==> config.mk <==
export PLATFORM = sky130hd
export DESIGN_NAME = mq_bytein_flat
export DESIGN_NICKNAME = d
export VERILOG_FILES = /design/src/rtl/mq_bytein_if.sv /design/src/rtl/mq_bytein.sv /design/src/flat_wrapper.sv
export SDC_FILE = /design/constraint.sdc
export NUM_CORES = 1
export LEC_CHECK = 0
export CAP_MARGIN = 10
export CORE_ASPECT_RATIO = 1.25
export CORE_MARGIN = 2
export CORE_UTILIZATION = 32
export CTS_BUF_LIST = sky130_fd_sc_hd__clkbuf_8
export DETAILED_ROUTE_END_ITERATION = 16
export MAX_ROUTING_LAYER = met4
export PLACE_DENSITY_LB_ADDON = 0.15
export SETUP_SLACK_MARGIN = 0.1
export SLEW_MARGIN = 20
export SYNTH_ARGS = -nofsm -noshare
export SYNTH_HDL_FRONTEND = slang
export SYNTH_SLANG_ARGS = --single-unit
==> constraint.sdc <==
create_clock -name clk -period 10.92 [get_ports clk]
set_input_delay 2.184 -clock clk [delete_from_list [all_inputs] [get_ports clk]]
set_output_delay 2.184 -clock clk [all_outputs]
set_load 0.02 [all_outputs]
==> src/rtl/mq_bytein_if.sv <==
// mq_bytein_if: bundle between the MQ decoder core and the byte-input stage.
//
// Byte stream (source -> stage):
//   byte_in[7:0], byte_valid   next codeword byte and its qualifier
//   byte_ready                 stage takes byte_in on this cycle's rising edge
// Command path (core -> stage):
//   init                       one-cycle pulse, restart for a new segment
//   shift, sub, sub_val[15:0]  RENORMD shift / Chigh subtract requests
//   rdy                        commands are taken on this cycle's rising edge
// Status (stage -> core):
//   chigh[15:0]  C[31:16]      ct[3:0]  bits left before next BYTEIN
//   marker       terminating marker seen
//   BP[15:0]     bytes advanced past in this segment
//   state_dbg[1:0] FSM state (0 IDLE, 1 LOAD, 2 INIT, 3 READY)
//
// Handshake rule for both paths: a transfer happens on a rising edge where
// the qualifier (byte_valid, or shift/sub) and the acceptor's ready
// (byte_ready, or rdy) are both high. Ready never depends on the
// qualifier; the sender holds its request stable until it is taken.
interface mq_bytein_if;
  logic [7:0]  byte_in;
  logic        byte_valid;
  logic        byte_ready;
  logic        init;
  logic        shift;
  logic        sub;
  logic [15:0] sub_val;
  logic        rdy;
  logic [15:0] chigh;
  logic [3:0]  ct;
  logic        marker;
  logic [15:0] BP;
  logic [1:0]  state_dbg;

  modport master (
    output byte_in, byte_valid, init, shift, sub, sub_val,
    input  byte_ready, rdy, chigh, ct, marker, BP, state_dbg
  );

  modport slave (
    input  byte_in, byte_valid, init, shift, sub, sub_val,
    output byte_ready, rdy, chigh, ct, marker, BP, state_dbg
  );
endinterface

==> src/rtl/mq_bytein.sv <==
// mq_bytein: byte-input stage of an MQ arithmetic decoder.
//
// Pulls codeword bytes from a valid/ready stream into a two-byte window
// (cur/nxt), removes 0xFF bit-stuffing, detects terminating markers
// (0xFF followed by a byte above 0x8F) and keeps the decoder's C register
// and bit counter CT. The decoder core owns A, compares it with chigh and
// issues sub/shift commands.
//
// Ports:
//   clk   rising-edge clock
//   rst   asynchronous active-low reset
//   bus   mq_bytein_if.slave (byte stream, commands, status, state_dbg)
//
// All outputs are registers or decodes of registers; byte_in only reaches
// the window registers, never chigh, in the same cycle.
module mq_bytein (
  input  logic      clk,
  input  logic      rst,
  mq_bytein_if.slave bus
);

  typedef enum logic [1:0] {
    S_IDLE  = 2'd0,
    S_LOAD  = 2'd1,
    S_INIT  = 2'd2,
    S_READY = 2'd3
  } state_t;

  state_t      state_q, state_d;

  logic [31:0] c_q, c_d;
  logic [3:0]  ct_q, ct_d;
  logic [15:0] bp_q, bp_d;
  logic        marker_q, marker_d;
  logic [7:0]  cur_q, cur_d;
  logic [7:0]  nxt_q, nxt_d;
  logic        cur_v_q, cur_v_d;
  logic        nxt_v_q, nxt_v_d;

  logic        byte_ready;
  logic        byte_take;
  logic        rdy;
  logic        cmd_take;

  // BYTEIN result for the current window.
  logic [31:0] bi_add;
  logic [3:0]  bi_ct;
  logic        bi_adv;
  logic        bi_mark;

  logic [31:0] c_sub;
  logic [31:0] c_pre;

  // ------------------------------------------------------------------
  // Handshake decodes
  // ------------------------------------------------------------------
  assign byte_ready = ((state_q == S_LOAD) || (state_q == S_READY)) &&
                      !marker_q && (!cur_v_q || !nxt_v_q);
  assign byte_take  = byte_ready && bus.byte_valid;

  // At CT=0 a shift needs a BYTEIN, which needs nxt unless the marker path
  // (constant 0xFF00 feed) is already active.
  assign rdy      = (state_q == S_READY) &&
                    ((ct_q != 4'd0) || nxt_v_q || marker_q);
  assign cmd_take = rdy && (bus.shift || bus.sub);

  // ------------------------------------------------------------------
  // BYTEIN: what to add into C and how many bits the new byte yields.
  // A stuffed byte (after 0xFF) carries only 7 bits, hence the extra
  // shift by one and CT=7. Once a marker is seen, 1s are fed forever.
  // ------------------------------------------------------------------
  always_comb begin
    bi_add  = {16'h0000, nxt_q, 8'h00};
    bi_ct   = 4'd8;
    bi_adv  = 1'b1;
    bi_mark = 1'b0;
    if (marker_q || ((cur_q == 8'hFF) && (nxt_q > 8'h8F))) begin
      bi_add  = 32'h0000_FF00;
      bi_ct   = 4'd8;
      bi_adv  = 1'b0;
      bi_mark = 1'b1;
    end else if (cur_q == 8'hFF) begin
      bi_add  = {15'h0000, nxt_q, 9'h000};
      bi_ct   = 4'd7;
      bi_adv  = 1'b1;
    end
  end

  // Subtract touches only the high half; no borrow crosses into Clow.
  assign c_sub = {c_q[31:16] - bus.sub_val, c_q[15:0]};
  assign c_pre = bus.sub ? c_sub : c_q;

  // ------------------------------------------------------------------
  // FSM: state register
  // ------------------------------------------------------------------
  always_ff @(posedge clk or negedge rst) begin
    if (!rst) begin
      state_q <= S_IDLE;
    end else begin
      state_q <= state_d;
    end
  end

  // ------------------------------------------------------------------
  // FSM: next state
  // ------------------------------------------------------------------
  always_comb begin
    state_d = state_q;
    if (bus.init) begin
      state_d = S_LOAD;
    end else begin
      case (state_q)
        S_IDLE: begin
          state_d = S_IDLE;
        end
        S_LOAD: begin
          // Go as soon as the byte completing the window is taken, so INIT
          // runs the cycle right after the last fill.
          if (cur_v_q && (nxt_v_q || byte_take)) begin
            state_d = S_INIT;
          end
        end
        S_INIT: begin
          state_d = S_READY;
        end
        S_READY: begin
          state_d = S_READY;
        end
        default: begin
          state_d = S_IDLE;
        end
      endcase
    end
  end

  // ------------------------------------------------------------------
  // Datapath next values
  // ------------------------------------------------------------------
  always_comb begin
    c_d      = c_q;
    ct_d     = ct_q;
    bp_d     = bp_q;
    marker_d = marker_q;
    cur_d    = cur_q;
    nxt_d    = nxt_q;
    cur_v_d  = cur_v_q;
    nxt_v_d  = nxt_v_q;

    if (bus.init) begin
      // New segment: everything in the window, including a byte taken in
      // this very cycle, belongs to the old segment and is dropped.
      c_d      = 32'h0000_0000;
      ct_d     = 4'd0;
      bp_d     = 16'h0000;
      marker_d = 1'b0;
      cur_v_d  = 1'b0;
      nxt_v_d  = 1'b0;
    end else begin
      if (byte_take) begin
        if (!cur_v_q) begin
          cur_d   = bus.byte_in;
          cur_v_d = 1'b1;
        end else begin
          nxt_d   = bus.byte_in;
          nxt_v_d = 1'b1;
        end
      end

      case (state_q)
        S_INIT: begin
          // INITDEC: C = cur<<16, BYTEIN, then C<<=7 and CT-=7.
          c_d  = ({8'h00, cur_q, 16'h0000} + bi_add) << 7;
          ct_d = bi_ct - 4'd7;
          if (bi_adv) begin
            cur_d   = nxt_q;
            nxt_v_d = 1'b0;
            bp_d    = bp_q + 16'd1;
          end
          if (bi_mark) begin
            marker_d = 1'b1;
          end
        end
        S_READY: begin
          if (cmd_take) begin
            if (!bus.shift) begin
              c_d = c_pre;
            end else if (ct_q != 4'd0) begin
              c_d  = c_pre << 1;
              ct_d = ct_q - 4'd1;
            end else begin
              // CT exhausted: BYTEIN folded into the same shift cycle.
              // An advance only happens with nxt_v set, when byte_ready
              // is low, so it never collides with a window fill.
              c_d  = (c_pre + bi_add) << 1;
              ct_d = bi_ct - 4'd1;
              if (bi_adv) begin
                cur_d   = nxt_q;
                nxt_v_d = 1'b0;
                bp_d    = bp_q + 16'd1;
              end
              if (bi_mark) begin
                marker_d = 1'b1;
              end
            end
          end
        end
        default: begin
        end
      endcase
    end
  end

  // ------------------------------------------------------------------
  // Datapath registers
  // ------------------------------------------------------------------
  always_ff @(posedge clk or negedge rst) begin
    if (!rst) begin
      c_q      <= 32'h0000_0000;
      ct_q     <= 4'd0;
      bp_q     <= 16'h0000;
      marker_q <= 1'b0;
      cur_q    <= 8'h00;
      nxt_q    <= 8'h00;
      cur_v_q  <= 1'b0;
      nxt_v_q  <= 1'b0;
    end else begin
      c_q      <= c_d;
      ct_q     <= ct_d;
      bp_q     <= bp_d;
      marker_q <= marker_d;
      cur_q    <= cur_d;
      nxt_q    <= nxt_d;
      cur_v_q  <= cur_v_d;
      nxt_v_q  <= nxt_v_d;
    end
  end

  // ------------------------------------------------------------------
  // Outputs
  // ------------------------------------------------------------------
  assign bus.byte_ready = byte_ready;
  assign bus.rdy        = rdy;
  assign bus.chigh      = c_q[31:16];
  assign bus.ct         = ct_q;
  assign bus.marker     = marker_q;
  assign bus.BP         = bp_q;
  assign bus.state_dbg  = state_q;

endmodule
==> src/flat_wrapper.sv <==
// flat-port wrapper written by rule: the top's interface ports become plain ports
module mq_bytein_flat 
  (clk, rst, bus_byte_in, bus_byte_valid, bus_init, bus_shift, bus_sub, bus_sub_val, bus_byte_ready, bus_rdy, bus_chigh, bus_ct, bus_marker, bus_BP, bus_state_dbg);
  mq_bytein_if bus_i ();
  input  logic clk;
  input  logic rst;
  input wire logic [$bits(bus_i.byte_in)-1:0] bus_byte_in;
  input wire logic [$bits(bus_i.byte_valid)-1:0] bus_byte_valid;
  input wire logic [$bits(bus_i.init)-1:0] bus_init;
  input wire logic [$bits(bus_i.shift)-1:0] bus_shift;
  input wire logic [$bits(bus_i.sub)-1:0] bus_sub;
  input wire logic [$bits(bus_i.sub_val)-1:0] bus_sub_val;
  output wire logic [$bits(bus_i.byte_ready)-1:0] bus_byte_ready;
  output wire logic [$bits(bus_i.rdy)-1:0] bus_rdy;
  output wire logic [$bits(bus_i.chigh)-1:0] bus_chigh;
  output wire logic [$bits(bus_i.ct)-1:0] bus_ct;
  output wire logic [$bits(bus_i.marker)-1:0] bus_marker;
  output wire logic [$bits(bus_i.BP)-1:0] bus_BP;
  output wire logic [$bits(bus_i.state_dbg)-1:0] bus_state_dbg;
  assign bus_i.byte_in = bus_byte_in;
  assign bus_i.byte_valid = bus_byte_valid;
  assign bus_i.init = bus_init;
  assign bus_i.shift = bus_shift;
  assign bus_i.sub = bus_sub;
  assign bus_i.sub_val = bus_sub_val;
  assign bus_byte_ready = bus_i.byte_ready;
  assign bus_rdy = bus_i.rdy;
  assign bus_chigh = bus_i.chigh;
  assign bus_ct = bus_i.ct;
  assign bus_marker = bus_i.marker;
  assign bus_BP = bus_i.BP;
  assign bus_state_dbg = bus_i.state_dbg;
  mq_bytein u_core (.clk(clk), .rst(rst), .bus(bus_i));
endmodule
== After elaboration in Yosys (flattened, before gate mapping) ==
Cells that the tools add are included.
W data, S select, Z words.

* Latch bits: 0
* Register bits: 73
* RAM bits: 0
* Input port bits: 30
* Bits in read-only memories: 0
* Output and inout bits: 41
* Memories: 0

* Reduce and logical (&&, ||, !) cells: 26
* Eq/ne operators: 8
* Shift operators: 0
* $mul: 0
* Muxes and demuxes: 48
* Div/mod/pow operators: 0
* Bitwise logic cells: 1
* $add $sub $neg: 7
* Order comparisons: 1

{| class="wikitable"
|+ Operators by type and width
! cell !! count
|-
| $mux W32 || 5
|-
| $mux W16 || 5
|-
| $pmux W32 S2 || 1
|-
| $mux W8 || 6
|-
| $mux W17 || 2
|-
| $pmux W16 S2 || 1
|-
| $add A31 B31 Y31 || 1
|-
| $add A24 B17 Y25 || 1
|-
| $mux W4 || 6
|-
| $add A16 B1 Y16 const B || 1
|-
| $pmux W8 S2 || 1
|-
| $sub A16 B16 Y16 || 1
|-
| $mux W1 || 15
|-
| $ne A3 B3 Y1 const B || 3
|-
| $eq A8 B8 Y1 const B || 1
|-
| $gt A8 B8 Y1 const B || 1
|-
| $pmux W4 S2 || 1
|-
| $sub A4 B1 Y4 const B || 2
|-
| $logic_and A1 B1 Y1 || 7
|-
| $logic_or A1 B1 Y1 || 7
|-
| $pmux W2 S3 || 1
|-
| $reduce_and A3 Y1 || 2
|-
| $eq A2 B2 Y1 const B || 2
|-
| $mux W2 || 2
|-
| 13 further kinds || 16
|}

== Longest topological paths before layout ==
* Depth in word-level cells: 12
* Mapped depth: 17
* Mapped depth without buffers: 16

== Worst setup path after synthesis ==
No wires, ideal clock.

* Path type: input to register
* Start point: input bus_sub_val[0]
* End point: register u_core.c_q[30]
* Setup slack: 6003 ps
* Arrival time: 4793 ps
* Setup time: 124 ps
* Stages on the path: 12
* Cells stage by stage: ha_1 inv_1 fa_1 a211oi_2 o31a_1 a21oi_1 o41ai_1 mux2i_1 a21oi_1 or4_1 a21oi_1 o21ai_1

* Longest elaborated chain between the ends: 8

{| class="wikitable"
|+ Ends and longest elaborated chain
! what !! line !! text
|-
| start: declaration || flat_wrapper.sv:12 || <nowiki>input wire logic [$bits(bus_i.sub_val)-1:0] bus_sub_val;</nowiki>
|-
| $sub A16 B16 Y16 (*) || mq_bytein.sv:90 || <nowiki>assign c_sub = {c_q[31:16] - bus.sub_val, c_q[15:0]};</nowiki>
|-
| $mux W32 (*) || mq_bytein.sv:91 || <nowiki>assign c_pre = bus.sub ? c_sub : c_q;</nowiki>
|-
| $add A31 B31 Y31 || mq_bytein.sv:194 || <nowiki>c_d = (c_pre + bi_add) << 1;</nowiki>
|-
| $mux W32 || mq_bytein.sv:187 || <nowiki>end else if (ct_q != 4'd0) begin</nowiki>
|-
| $mux W32 (*) || mq_bytein.sv:185 || <nowiki>if (!bus.shift) begin</nowiki>
|-
| $mux W32 (*) || mq_bytein.sv:184 || <nowiki>if (cmd_take) begin</nowiki>
|-
| $pmux W32 S2 (*) || mq_bytein.sv:169 || <nowiki>case (state_q)</nowiki>
|-
| $mux W32 (*) || mq_bytein.sv:149 || <nowiki>if (bus.init) begin</nowiki>
|-
| end signal: assignment || mq_bytein.sv:218 || <nowiki>c_q <= 32'h0000_0000;</nowiki>
|-
| end signal: assignment || mq_bytein.sv:227 || <nowiki>c_q <= c_d;</nowiki>
|-
| end: declaration || mq_bytein.sv:31 || <nowiki>logic [31:0] c_q, c_d;</nowiki>
|}

Every way passes the cells marked *; elsewhere a longest branch is shown, timed or not. The select of a mux whose other input is x is not followed.
A chain may end at the register's enable or synchronous reset.

== Worst setup path after layout ==
Same ends and word-level chain as after synthesis.

==> results.toml <==
[run_status]
status = "complete, no violations"

[pwr]
leakage_nw = 2.74
ir_drop_mv = 0.0597
p_total_uw = 866
p_int_uw = 554
p_sw_frac = 0.360
p_sw_uw = 312
p_comb_frac = 0.333
seq_power_share = 0.384
powerDensity_mw_per_mm2 = 132
p_clk_frac = 0.283

[cells_and_area]
layout_commonest_cell = "dfrtp_1"
syn_to_final_growth_pct = 20.4
layout-drive-gt1-share = 0.0837
diodes = 0
final_cell_mix = "dfrtp_1 (72), nand2_1 (70), clkdlybuf4s50_1 (69), nor2_1 (60), a21oi_1 (54)"
nets = 762
num-fill-cells = 1740

[die]
die-area_mm2 = 0.0181
core_area_mm2 = 0.0168
fp.dieH_um = 150
initial_core_util = 0.325
die_w_um = 121
row_count = 53
ios = 71

[synth]
synth_cell_type_count = 75
syn_inst = 637
yosysWarnings = 0
syn_avg_cell_area_um2 = 8.55
synthTopCellsByArea = "dfrtp_1 (33%), ha_1 (6.9%), a21oi_1 (5.0%)"
async_reset_ff_frac = 1.00
ys.flop_type = "dfrtp_1"
synth_edf_count = 0
ys_seq_area_frac = 0.331
syn_nets = 699
synth.cell_area_mm2 = 0.00545
yosys.area.top_type = "dfrtp_1"
yosysTopAreaCellShare = 0.331
synth_seq_cells = 72

[cts]
cts_tree = "yes"
cts_buffers = 9
cts_root_buffer = "clkbuf_8"
cts_resized = 0
post_cts_buffers = 0
clkSlewWorstSetupHoldPaths_ns = 0.08
insertion_delay_ns = 0.35
cts_hold_buf = 0
htreeDepth = 3
cts_sinks = 72
cts.path.max_buffers = 2

[timing]
tns_ns = 0
rsz0062_at_grt = "false"
period_minus_slack_ns = 5.43
tightest_slew_ns = 0.955
setup_violations = 0
fmax_mhz = 184
hold_viol = 0
post-route-period-util = 0.497
finClkSkew_ns = 0.00954
fin_ws_ns = 5.49
relSlewSlack = 0.363
slew_viol_final = 0

[critical_path]
endpoint = "u_core.c_q[30]$_DFFE_PN0P_"
timing.rr.end = "u_core.c_q[31]$_DFFE_PN0P_"
arrival_ns = 5.67
crit_start = "bus_sub_val[0]"
worst_ep_required_time_ns = 11.16
worstSetupPathType = "in2reg"
regToRegStartpoint = "u_core.cur_q[4]$_DFFE_PN0N_"
rrSetupSlack_ns = 6.01
cp-start-kind = "input port"
critPathMaxFanout = 5
crit_path_end_kind = "register"
r2r_cells = 16

[route]
detail-route-antenna-nets = 0
post_drt_wl_per_cell_um = 16.2
drtPass1Iterations = 4
drt_wl_total_um = 14900
first_iter_violations = 269
vias = 4858
drc = 0
via_per_inst = 5.25

[min_path]
hp-class = "reg2reg"

[place]
post-place-ws_ns = 5.18
dp_hpwl_um = 11100
port_buffers = 70
gp_congestion = 0.893

[global_routing]
overflow = 0
grt_pass1_wl_um = 24600
globalRouteTotalUtil = 0.174
antenna_found_initial = 0
grt_start_max_net_pins = 73
grt_pass1_vias = 4893

[job]
drv_cap = 0
## synthesized netlist by cell type, types with 3 or more instances
| master | instances |
|---|---|
| dfrtp_1 | 72 |
| nand2_1 | 70 |
| nor2_1 | 60 |
| a21oi_1 | 54 |
| o21ai_0 | 37 |
| inv_1 | 34 |
| ha_1 | 30 |
| xor2_1 | 20 |
| xnor2_1 | 19 |
| mux2i_1 | 17 |
| clkbuf_1 | 16 |
| a31oi_1 | 12 |
| nand3_1 | 12 |
| nand4_1 | 10 |
| o31ai_1 | 10 |
| a22o_1 | 9 |
| nor3_1 | 9 |
| o211ai_1 | 9 |
| or3_1 | 9 |
| mux2_2 | 8 |
| o22ai_1 | 8 |
| a211oi_1 | 7 |
| nor2b_1 | 7 |
| a32oi_1 | 5 |
| and3_1 | 5 |
| a21o_1 | 4 |
| and2_1 | 4 |
| clkbuf_8 | 4 |
| nand2b_1 | 4 |
| o2111ai_1 | 4 |
| and2b_2 | 3 |
| buf_1 | 3 |
| nand3b_1 | 3 |
| nor4_1 | 3 |
| o21ai_1 | 3 |
| or2_2 | 3 |
| or4_1 | 3 |
## power groups by stage
| stage | clock network [mW] | registers [mW] | logic (mW) |
|---|---|---|---|
| floorplan | 0 | 0.333 | 0.198 |
| global placement | 0 | 0.337 | 0.284 |
| detailed placement | 0 | 0.338 | 0.287 |
| CTS | 0.255 | 0.333 | 0.290 |
| global route | 0.266 | 0.339 | 0.323 |
| finish | 0.245 | 0.333 | 0.288 |
## final cells by class
type                    count  area, um^2  share of cell area
clock buffers              11         151              0.0231
clock inverters             5        80.1              0.0122
inverters                  34         128              0.0195
multi-input cells         507        3380               0.516
flip-flops and latches     72        1800               0.275
well taps                 220         275              0.0420
repair buffers             76         741               0.113
## how the worst min path moves through the flow
stage / startpoint / to / slack (ns) / cells past startpoint
final: u_core.c_q[1]$_DFFE_PN0P_ / u_core.c_q[1]$_DFFE_PN0P_ / 0.49 / 1
after global routing: u_core.c_q[1]$_DFFE_PN0P_ / u_core.c_q[1]$_DFFE_PN0P_ / 0.51 / 1
after CTS: u_core.c_q[1]$_DFFE_PN0P_ / u_core.c_q[1]$_DFFE_PN0P_ / 0.49 / 1
after detailed placement: u_core.c_q[1]$_DFFE_PN0P_ / u_core.c_q[1]$_DFFE_PN0P_ / 0.48 / 1
after global placement: u_core.c_q[1]$_DFFE_PN0P_ / u_core.c_q[1]$_DFFE_PN0P_ / 0.47 / 1
after floorplan: u_core.c_q[1]$_DFFE_PN0P_ / u_core.c_q[1]$_DFFE_PN0P_ / 0.45 / 1
## state kept, by name, summed over array words and instances (netlist names)
signal and count:
u_core.bus.ct 4, u_core.nxt_q 8, u_core.bus.state_dbg 2, u_core.c_q 31
u_core.nxt_v_q 1, u_core.bus.BP 16, u_core.cur_q 8, u_core.bus.marker 1
u_core.cur_v_q 1
## logic make-up (layout without fill, tap and decap cells)
logic type      count (synthesis)  after routing  share of synthesized area
compound gates                184            184                      0.222
simple gates                  226            226                      0.207
mux                            25             25                     0.0478
flops                          72             72                      0.331
fa+ha+maj                      32             32                     0.0763
buf+inv                        58            126                     0.0480
xor+xnor                       40             40                     0.0678
## per-stage QoR
| stage | util | cells | instance area, um^2 | hold slack [ns] |
|---|---|---|---|---|
| finish | 0.391 | 925 | 6560 | 0.487 |
| global route | 0.391 | 925 | 6560 | 0.513 |
| CTS | 0.391 | 925 | 6560 | 0.495 |
| detailed placement | 0.377 | 909 | 6330 | 0.478 |
| global placement | 0.377 | 909 | 6330 | 0.471 |
| floorplan | - | 637 | 5450 | 0.454 |
## worst max-delay path, cell delays in order
cell and delay (ns):
clkdlybuf4s50_1 0.46, ha_1 0.15, inv_1 0.05, fa_1 0.41, a211oi_2 0.29, o31a_1 0.30, a21oi_1 0.14, o41ai_1 0.54
mux2i_1 0.28, a21oi_1 0.12, or4_1 0.49, a21oi_1 0.15, o21ai_1 0.08
## routing by layer
metal / share of wire / up-vias / track usage
li1: - / 2441 / -
met1: 0.47 / 2299 / 0.219
met2: 0.49 / 108 / 0.294
met3: 0.037 / 10 / 0.0271
met4: 0.0090 / 0 / 0.0442
met5: 0 / - / -
(Power assumes the default switching activity.)
